File: config.mk
export PLATFORM = sky130hd
export DESIGN_NAME = deserializer
export DESIGN_NICKNAME = d
export VERILOG_FILES = /design/src/rtl/deserializer.sv
export SDC_FILE = /design/constraint.sdc
export NUM_CORES = 1
export LEC_CHECK = 0
export ABC_CLOCK_PERIOD_IN_PS = 3000
export BUFFER_PORTS_ARGS = -buffer_cell sky130_fd_sc_hd__buf_2
export CAP_MARGIN = 20
export CORE_MARGIN = 3
export CORE_UTILIZATION = 30
export DETAILED_ROUTE_END_ITERATION = 8
export GPL_TIMING_DRIVEN = 1
export PLACE_DENSITY_LB_ADDON = 0.1
export SYNTH_ARGS = -nofsm -noshare
export SYNTH_HDL_FRONTEND = slang
export SYNTH_SLANG_ARGS = --single-unit
File: constraint.sdc
create_clock -name clk -period 3 [get_ports clk]
set_input_delay 0.3 -clock clk [delete_from_list [all_inputs] [get_ports clk]]
set_output_delay 0.3 -clock clk [all_outputs]
set_load 0.02 [all_outputs]
File: src/rtl/deserializer.sv
// Serial-to-parallel receiver: MSB-first frames sampled on the falling edge of the synchronized bit clock.
// Optional mid-frame gap timeout: define DESER_GAP_CHECK_EN.
module deserializer #(
   parameter int m           = 12,
   parameter int SYNC_STAGES = 2,
   parameter int GAP         = 16
) (
   input  logic         clk,
   input  logic         rst,
   input  logic         ser_in,
   input  logic         sclk_in,
   output logic [m-1:0] par,
   output logic         valid,
   output logic         frame_err
);

   localparam int CW = $clog2(m + 1);
   localparam logic [CW-1:0] CNT_LAST = CW'(m - 1);
   localparam logic [CW-1:0] CNT_ONE  = CW'(1);

   typedef enum logic [1:0] {
      IDLE,
      SHIFT,
      DONE,
      ERR
   } state_t;

   logic [SYNC_STAGES-1:0] sclk_sync_q;
   logic [SYNC_STAGES-1:0] ser_sync_q;
   logic                   sclk_s;
   logic                   sclk_prev_q;
   logic                   fall_q;
   logic                   bit_q;
   state_t                 state_q;
   logic [m-1:0]           shreg_q;
   logic [m-1:0]           par_q;
   logic [CW-1:0]          cnt_q;
   logic                   valid_q;

   assign sclk_s = sclk_sync_q[SYNC_STAGES-1];

   // Equal-depth synchronizers keep bit clock and data aligned.
   always_ff @(posedge clk or posedge rst) begin
      if (rst) begin
         sclk_sync_q <= '0;
         ser_sync_q  <= '0;
      end else begin
         sclk_sync_q <= {sclk_sync_q[SYNC_STAGES-2:0], sclk_in};
         ser_sync_q  <= {ser_sync_q[SYNC_STAGES-2:0], ser_in};
      end
   end

   // Falling-edge strobe with the data bit captured alongside it.
   always_ff @(posedge clk or posedge rst) begin
      if (rst) begin
         sclk_prev_q <= 1'b0;
         fall_q      <= 1'b0;
         bit_q       <= 1'b0;
      end else begin
         sclk_prev_q <= sclk_s;
         fall_q      <= sclk_prev_q & ~sclk_s;
         bit_q       <= ser_sync_q[SYNC_STAGES-1];
      end
   end

`ifdef DESER_GAP_CHECK_EN
   localparam int GW = $clog2(GAP + 1);
   localparam logic [GW-1:0] GAP_LAST = GW'(GAP - 1);
   logic [GW-1:0] gap_q;
   logic          err_q;
`endif

   // Frame FSM: collect m bits, publish the word, or drop a stalled frame.
   always_ff @(posedge clk or posedge rst) begin
      if (rst) begin
         state_q <= IDLE;
         shreg_q <= '0;
         par_q   <= '0;
         cnt_q   <= '0;
         valid_q <= 1'b0;
`ifdef DESER_GAP_CHECK_EN
         gap_q   <= '0;
         err_q   <= 1'b0;
`endif
      end else begin
         valid_q <= 1'b0;
`ifdef DESER_GAP_CHECK_EN
         err_q   <= 1'b0;
`endif
         unique case (state_q)
            IDLE: begin
               cnt_q <= '0;
`ifdef DESER_GAP_CHECK_EN
               gap_q <= '0;
`endif
               if (fall_q) begin
                  shreg_q <= {shreg_q[m-2:0], bit_q};
                  cnt_q   <= CNT_ONE;
                  state_q <= SHIFT;
               end
            end
            SHIFT: begin
               if (fall_q) begin
                  shreg_q <= {shreg_q[m-2:0], bit_q};
                  cnt_q   <= cnt_q + CNT_ONE;
`ifdef DESER_GAP_CHECK_EN
                  gap_q   <= '0;
`endif
                  if (cnt_q == CNT_LAST) state_q <= DONE;
               end
`ifdef DESER_GAP_CHECK_EN
               else if (gap_q == GAP_LAST) begin
                  state_q <= ERR;
               end else begin
                  gap_q <= gap_q + 1'b1;
               end
`endif
            end
            DONE: begin
               par_q   <= shreg_q;
               valid_q <= 1'b1;
               cnt_q   <= '0;
               state_q <= IDLE;
            end
            ERR: begin
`ifdef DESER_GAP_CHECK_EN
               err_q   <= 1'b1;
               gap_q   <= '0;
`endif
               shreg_q <= '0;
               cnt_q   <= '0;
               state_q <= IDLE;
            end
            default: state_q <= IDLE;
         endcase
      end
   end

   assign par   = par_q;
   assign valid = valid_q;
`ifdef DESER_GAP_CHECK_EN
   assign frame_err = err_q;
`else
   assign frame_err = 1'b0;
`endif

endmodule

==> results of run 1 <==
[metrics by stage]
stage	cells	setup WS, ps	hold slack [ps]	total power (µW)	instance area, µm²
2_1_floorplan	96	1810	331	771	1480
3_3_place_gp	171	1430	332	801	1590
3_5_place_dp	171	1390	337	806	1590
4_1_cts	179	1390	110	1170	1680
5_1_grt	179	1190	93.0	1230	1680
6_report	179	1410	117	1150	1680
[critical path, stage by stage (launching register included)]
cell     delay, ps
dfrtp_1        530
mux2i_1        760
a22o_1         240
[layout by cell type, fill, tap and decap left out, drive strengths merged]
master	Yosys	routed
a21bo	2	2
a21oi	2	2
a22o	11	11
a41oi	1	1
and4	1	1
buf	7	17
clkbuf	0	7
clkinv	0	1
conb	1	1
dfrtp	38	38
ha	1	1
inv	3	3
mux2	12	12
mux2i	4	4
nand2b	1	1
nand3b	3	3
nand4	1	1
nor2	1	1
nor2b	3	3
o21bai	1	1
o22ai	1	1
or2b	1	1
or3b	1	1
[worst max-delay path by stage]
| stage | slack, ps | depth (start not counted) | start | end |
|---|---|---|---|---|
| floorplan | 1810 | 4 | state_q[0] | par[0] |
| global placement | 1430 | 2 | state_q[1] | shreg_q[7] |
| detailed placement | 1390 | 2 | state_q[1] | shreg_q[8] |
| CTS | 1390 | 2 | state_q[1] | shreg_q[4] |
| global route | 1190 | 2 | state_q[1] | shreg_q[2] |
| finish | 1410 | 2 | state_q[1] | shreg_q[6] |
[metal layers]
layer | vias up | track usage [%] | wire length, µm
li1 | 370 | - | -
met1 | 396 | 13.4 | 1260
met2 | 21 | 12.1 | 933
met3 | 6 | 5.08 | 144
met4 | 0 | 3.62 | 40
met5 | - | 0 | 0
[cell families (layout without fill, tap and decap cells)]
| logic type | count (synthesis) | count (layout) | synth area share (%) |
|---|---|---|---|
| buffers and inverters | 10 | 28 | 4.49 |
| DFF | 38 | 38 | 64.4 |
| and+or+nand+nor | 12 | 12 | 6.10 |
| AOI/OAI and AO/OA | 18 | 18 | 10.1 |
| adders and majority gates | 1 | 1 | 0.847 |
| other | 1 | 1 | 0.254 |
| muxes | 16 | 16 | 13.9 |
[sequential cells by signal, summed over array words and instances (netlist names)]
register	count
fall_q	1
state_q	2
sclk_sync_q	2
ser_sync_q	2
bit_q	1
valid	1
sclk_prev_q	1
par	12
cnt_q	4
shreg_q	12
[layout make-up]
cell class / count / area, µm² / share of cell area, %
well taps: 65 / 81.3 / 4.83
flip-flops and latches: 38 / 951 / 56.5
repair buffers: 17 / 87.6 / 5.20
inverters: 3 / 11.3 / 0.669
clock inverters: 1 / 5.00 / 0.297
clock buffers: 7 / 86.3 / 5.13
multi-input cells: 48 / 460 / 27.4
[where the power goes]
group | switching (µW) | leakage (µW) | internal [µW] | total (µW)
clock | 171 | 0.0000482 | 185 | 357
sequential | 66.5 | 0.000497 | 583 | 649
combinational | 63.2 | 0.000341 | 82.8 | 146
total | 301 | 0.000886 | 851 | 1150
==> impl_metrics.csv, run 1 <==
group,metric,value,unit
pwr,power.density,685,nW/µm²
clock_tree,post_cts_resized,0,
layout,finish.utilization,36.9,%
detailed_routing,drt-initial-drc-count,122,
clock_tree,h-tree-depth,2,
status,status,"completed",
die,rows,24,
setup_path,cp_max_fo,11,
detailed_routing,vias,793,
die,dieArea,5800,µm²
grt,grt_max_degree,21,
setup_path,crit_type,"reg2reg",
layout,drive_gt1_share,34.2,%
synthesis,synthDominantCellAreaShare,64.4,%
detailed_routing,wire_per_inst,13.3,µm
placement,hpwl,1550,µm
clock_tree,cts_sinks,38,
die,io_pins,18,
clock_tree,cts.clk_slew.worst_paths,70,ps
worst_hold_path,hold_path_depth,1,
synthesis,netlist.top_cell.by_area,"dfrtp_1",
synthesis,avgSynthCellArea,15.4,µm²
setup_path,crit_path_end_kind,"flop",
grt,antenna_found_initial,0,
clock_tree,cts_setup_buffers,0,
die,initial_utilization,32.4,%
job,maxCapViolCount,0,
grt,track_usage,9.52,%
synthesis,synthArstFlopShare,100,%
clock_tree,holdBufCountCts,0,
placement,gp_congestion,0.727,
synthesis,ys_ff_latch,38,
setup_path,cp.arrival,1810,ps
clock_tree,clk_latency,280,ps
detailed_routing,wl,2370,µm
detailed_routing,drt_first_pass_iters,4,
detailed_routing,vias_per_cell,4.43,
grt,grt_pass1_wl,4320,µm
grt,overflow,0,
layout,fillerInstances,472,
worst_hold_path,hold_path.class,"in2reg",
worst_hold_path,worstHoldStart,"ser_in",
sta,final_hold_viol_count,0,
synthesis,yosysMostFrequentCell,"dfrtp_1",
sta,min_period,1590,ps
clock_tree,clk_path_buf_depth,2,
synthesis,ys_types,24,
layout,antennaDiodeCount,0,
sta,fin_crit_sh,53.1,%
sta,timing.setup.tns,0,ps
sta,worst_slew_pin_slew,851,ps
placement,io_buffer_count,16,
sta,rsz0062_at_grt,"false",
layout,nets,118,
die,dieHeight,76.2,µm
pwr,power_leakage,0.000886,µW
synthesis,yosys-top-cells-count,"38 x dfrtp_1, 11 x a22o_1, 8 x mux2_4",
synthesis,synth_ff_type,"dfrtp_1",
grt,grt_pass1_vias,847,
detailed_routing,postRouteAntennaNets,0,
sta,relSlewSlack,41.7,%
synthesis,synth_edf_count,0,
pwr,max-vdd-ir-drop,0.000339,V
sta,clock_skew,3.11,ps
sta,setup_violations,0,
clock_tree,clock-root-buffer,"clkbuf_8",
setup_path,reg2reg_to,"shreg_q[6]",
synthesis,ys_top_cells_by_area,"dfrtp_1 64%, mux2_4 8.1%, a22o_1 6.5%",
synthesis,synth_area,1480,µm²
synthesis,synth_seq_area_share,64.4,%
setup_path,startpoint_type,"flop",
die,die_width,76.2,µm
setup_path,r2r_start,"state_q[1]",
synthesis,syn_inst,96,
sta,timing.fmax,628,MHz
synthesis,synth_warnings,0,
die,core,4560,µm²
layout,area_growth,13.9,%
clock_tree,cts_tree,"done",
detailed_routing,drc_errors,0,
clock_tree,numCtsBuffers,5,
setup_path,crit_required,3220,ps
worst_hold_path,holdPathEnd,"ser_sync_q[0]",
setup_path,ff2ff_path_depth,2,
setup_path,regToRegSetupSlack,1410,ps
synthesis,synth_fp_nets,101,
sta,drv_slew,0,
(Power assumes the default switching activity.)
==> inputs of run 2 (changes only) <==
ABC_CLOCK_PERIOD_IN_PS = 1630   (was 3000)
clock period = 1.63 ns   (was 3 ns; I/O delays follow)
==> run 2 against run 1 <==
Against the previous run: clock-buffer cell count did not move; highest routed layer unchanged; sequential cell count stayed put; clock skew rose by 3.6 ps; setup slack got worse by 1100 ps; sequential share of layout area is 1.5 points lower; die area unchanged; first-iteration DRC count decreased by 16%; clock power grew 85%; critical path depth unchanged.
==> impl_metrics.csv, run 2 (synthesized netlist as in run 1, its figures left out) <==
group,metric,value,unit
sta,final_hold_viol_count,0,
layout,finish.utilization,37.9,%
clock_tree,cts_setup_buffers,0,
sta,fin_crit_sh,79.6,%
pwr,sw_frac_of_total,26.1,%
worst_hold_path,holdPathEnd,"sclk_sync_q[1]",
layout,antennaDiodeCount,0,
grt,grt_max_degree,39,
pwr,power,2130,µW
worst_hold_path,hold_path.class,"reg2reg",
placement,io_buffer_count,16,
detailed_routing,drt-initial-drc-count,102,
setup_path,startpoint,"state_q[0]",
pwr,power.density,1230,nW/µm²
job,maxCapViolCount,0,
setup_path,crit_required,1800,ps
clock_tree,clk_latency,290,ps
setup_path,startpoint_type,"flop",
clock_tree,clock-root-buffer,"clkbuf_8",
die,initial_utilization,32.4,%
detailed_routing,vias_per_cell,4.41,
detailed_routing,postRouteAntennaNets,0,
layout,area_growth,16.9,%
detailed_routing,drc_errors,0,
die,dieArea,5800,µm²
setup_path,r2r_start,"state_q[0]",
layout,final_cell_mix,"38 x dfrtp_1, 16 x buf_2, 11 x a22o_1, 8 x mux2_4, 6 x clkbuf_8",
layout,seqCellArea,951,µm²
clock_tree,cts.clk_slew.worst_paths,70,ps
grt,track_usage,9.43,%
sta,clock_skew,6.68,ps
setup_path,regToRegSetupSlack,330,ps
clock_tree,holdBufCountCts,3,
pwr,power.share.clock,30.9,%
grt,antenna_found_initial,0,
setup_path,ff2ff_path_depth,2,
pwr,p_int,1570,µW
clock_tree,clk_path_buf_depth,2,
detailed_routing,vias,811,
layout,multi_input_area,460,µm²
status,status,"completed",
layout,nets,123,
pwr,pwr-share-seq,55.9,%
clock_tree,numCtsBuffers,5,
setup_path,cp.arrival,1470,ps
die,core,4560,µm²
clock_tree,h-tree-depth,2,
pwr,power_leakage,0.000909,µW
sta,rsz0062_at_grt,"false",
setup_path,crit_chain,"nand2b_4 -> mux2_2",
clock_tree,post_cts_resized,0,
sta,timing.fmax,770,MHz
clock_tree,cts_tree,"done",
worst_hold_path,hold_path_depth,0,
setup_path,reg2reg_to,"par[8]",
setup_path,max_stage_delay,480,ps
grt,overflow,0,
detailed_routing,drt_first_pass_iters,4,
die,rows,24,
pwr,max-vdd-ir-drop,0.000446,V
die,die_width,76.2,µm
setup_path,crit_type,"reg2reg",
die,dieHeight,76.2,µm
sta,drv_slew,0,
sta,min_period,1300,ps
setup_path,crit_path_end_kind,"flop",
sta,timing.setup.tns,0,ps
setup_path,cp_max_fo,14,
sta,setup_violations,0,
die,io_pins,18,
pwr,power.switching,557,µW
pwr,power_frac_comb,13.1,%
clock_tree,cts_sinks,38,
layout,drive_gt1_share,34.5,%
layout,final_common_cell,"dfrtp_1",
grt,grt_pass1_vias,825,
placement,gp_congestion,0.729,
setup_path,slowest_stage,"dfrtp_1",
detailed_routing,wire_per_inst,13.2,µm
grt,grt_pass1_wl,4250,µm
layout,fillerInstances,456,
detailed_routing,wl,2430,µm
placement,hpwl,1530,µm
worst_hold_path,worstHoldStart,"sclk_sync_q[0]",
-- run 2: power groups by stage --
stage | Sequential, µW | Combinational (µW) | Clock (µW)
2_1_floorplan | 1160 | 256 | 0
3_3_place_gp | 1200 | 269 | 0
3_5_place_dp | 1210 | 276 | 0
4_1_cts | 1190 | 284 | 683
5_1_grt | 1210 | 331 | 724
6_report | 1190 | 280 | 659
-- run 2: worst max-delay path by stage --
stage | end | slack (ps) | cells after the start
3_3_place_gp | par[9] | 370 | 2
6_report | par[8] | 330 | 2
4_1_cts | par[8] | 340 | 2
5_1_grt | par[8] | 260 | 2
3_5_place_dp | par[9] | 350 | 2
2_1_floorplan | par[0] | 440 | 4
-- run 2: metal layers --
| metal | routed length (µm) | global-route usage, % |
|---|---|---|
| met1 | 1210 | 13.1 |
| met2 | 1050 | 12.6 |
| met3 | 102 | 2.96 |
| met4 | 70 | 5.98 |
| met5 | 0 | 0 |
-- run 2: cell type report --
| class | count | area share (%) |
|---|---|---|
| clock buffer | 7 | 5.00 |
| clock inverter | 1 | 0.290 |
| inverter | 3 | 0.652 |
| multi-input combinational | 48 | 26.6 |
| sequential | 38 | 55.0 |
| tap | 65 | 4.71 |
| timing repair buffer | 22 | 7.68 |
-- run 2: metrics by stage --
stage | setup slack, ps | instance area (µm²) | std cells | hold WS, ps
finish | 332 | 1730 | 184 | 351
global route | 257 | 1730 | 184 | 360
CTS | 336 | 1730 | 184 | 351
detailed placement | 345 | 1610 | 173 | 275
global placement | 371 | 1610 | 173 | 271
floorplan | 440 | 1480 | 96 | 194
-- run 2: critical path, delay by kind of cell (launching register included) --
kind	cells	cell delay [ps]
mux	1	370
flops	1	480
simple gates	1	330
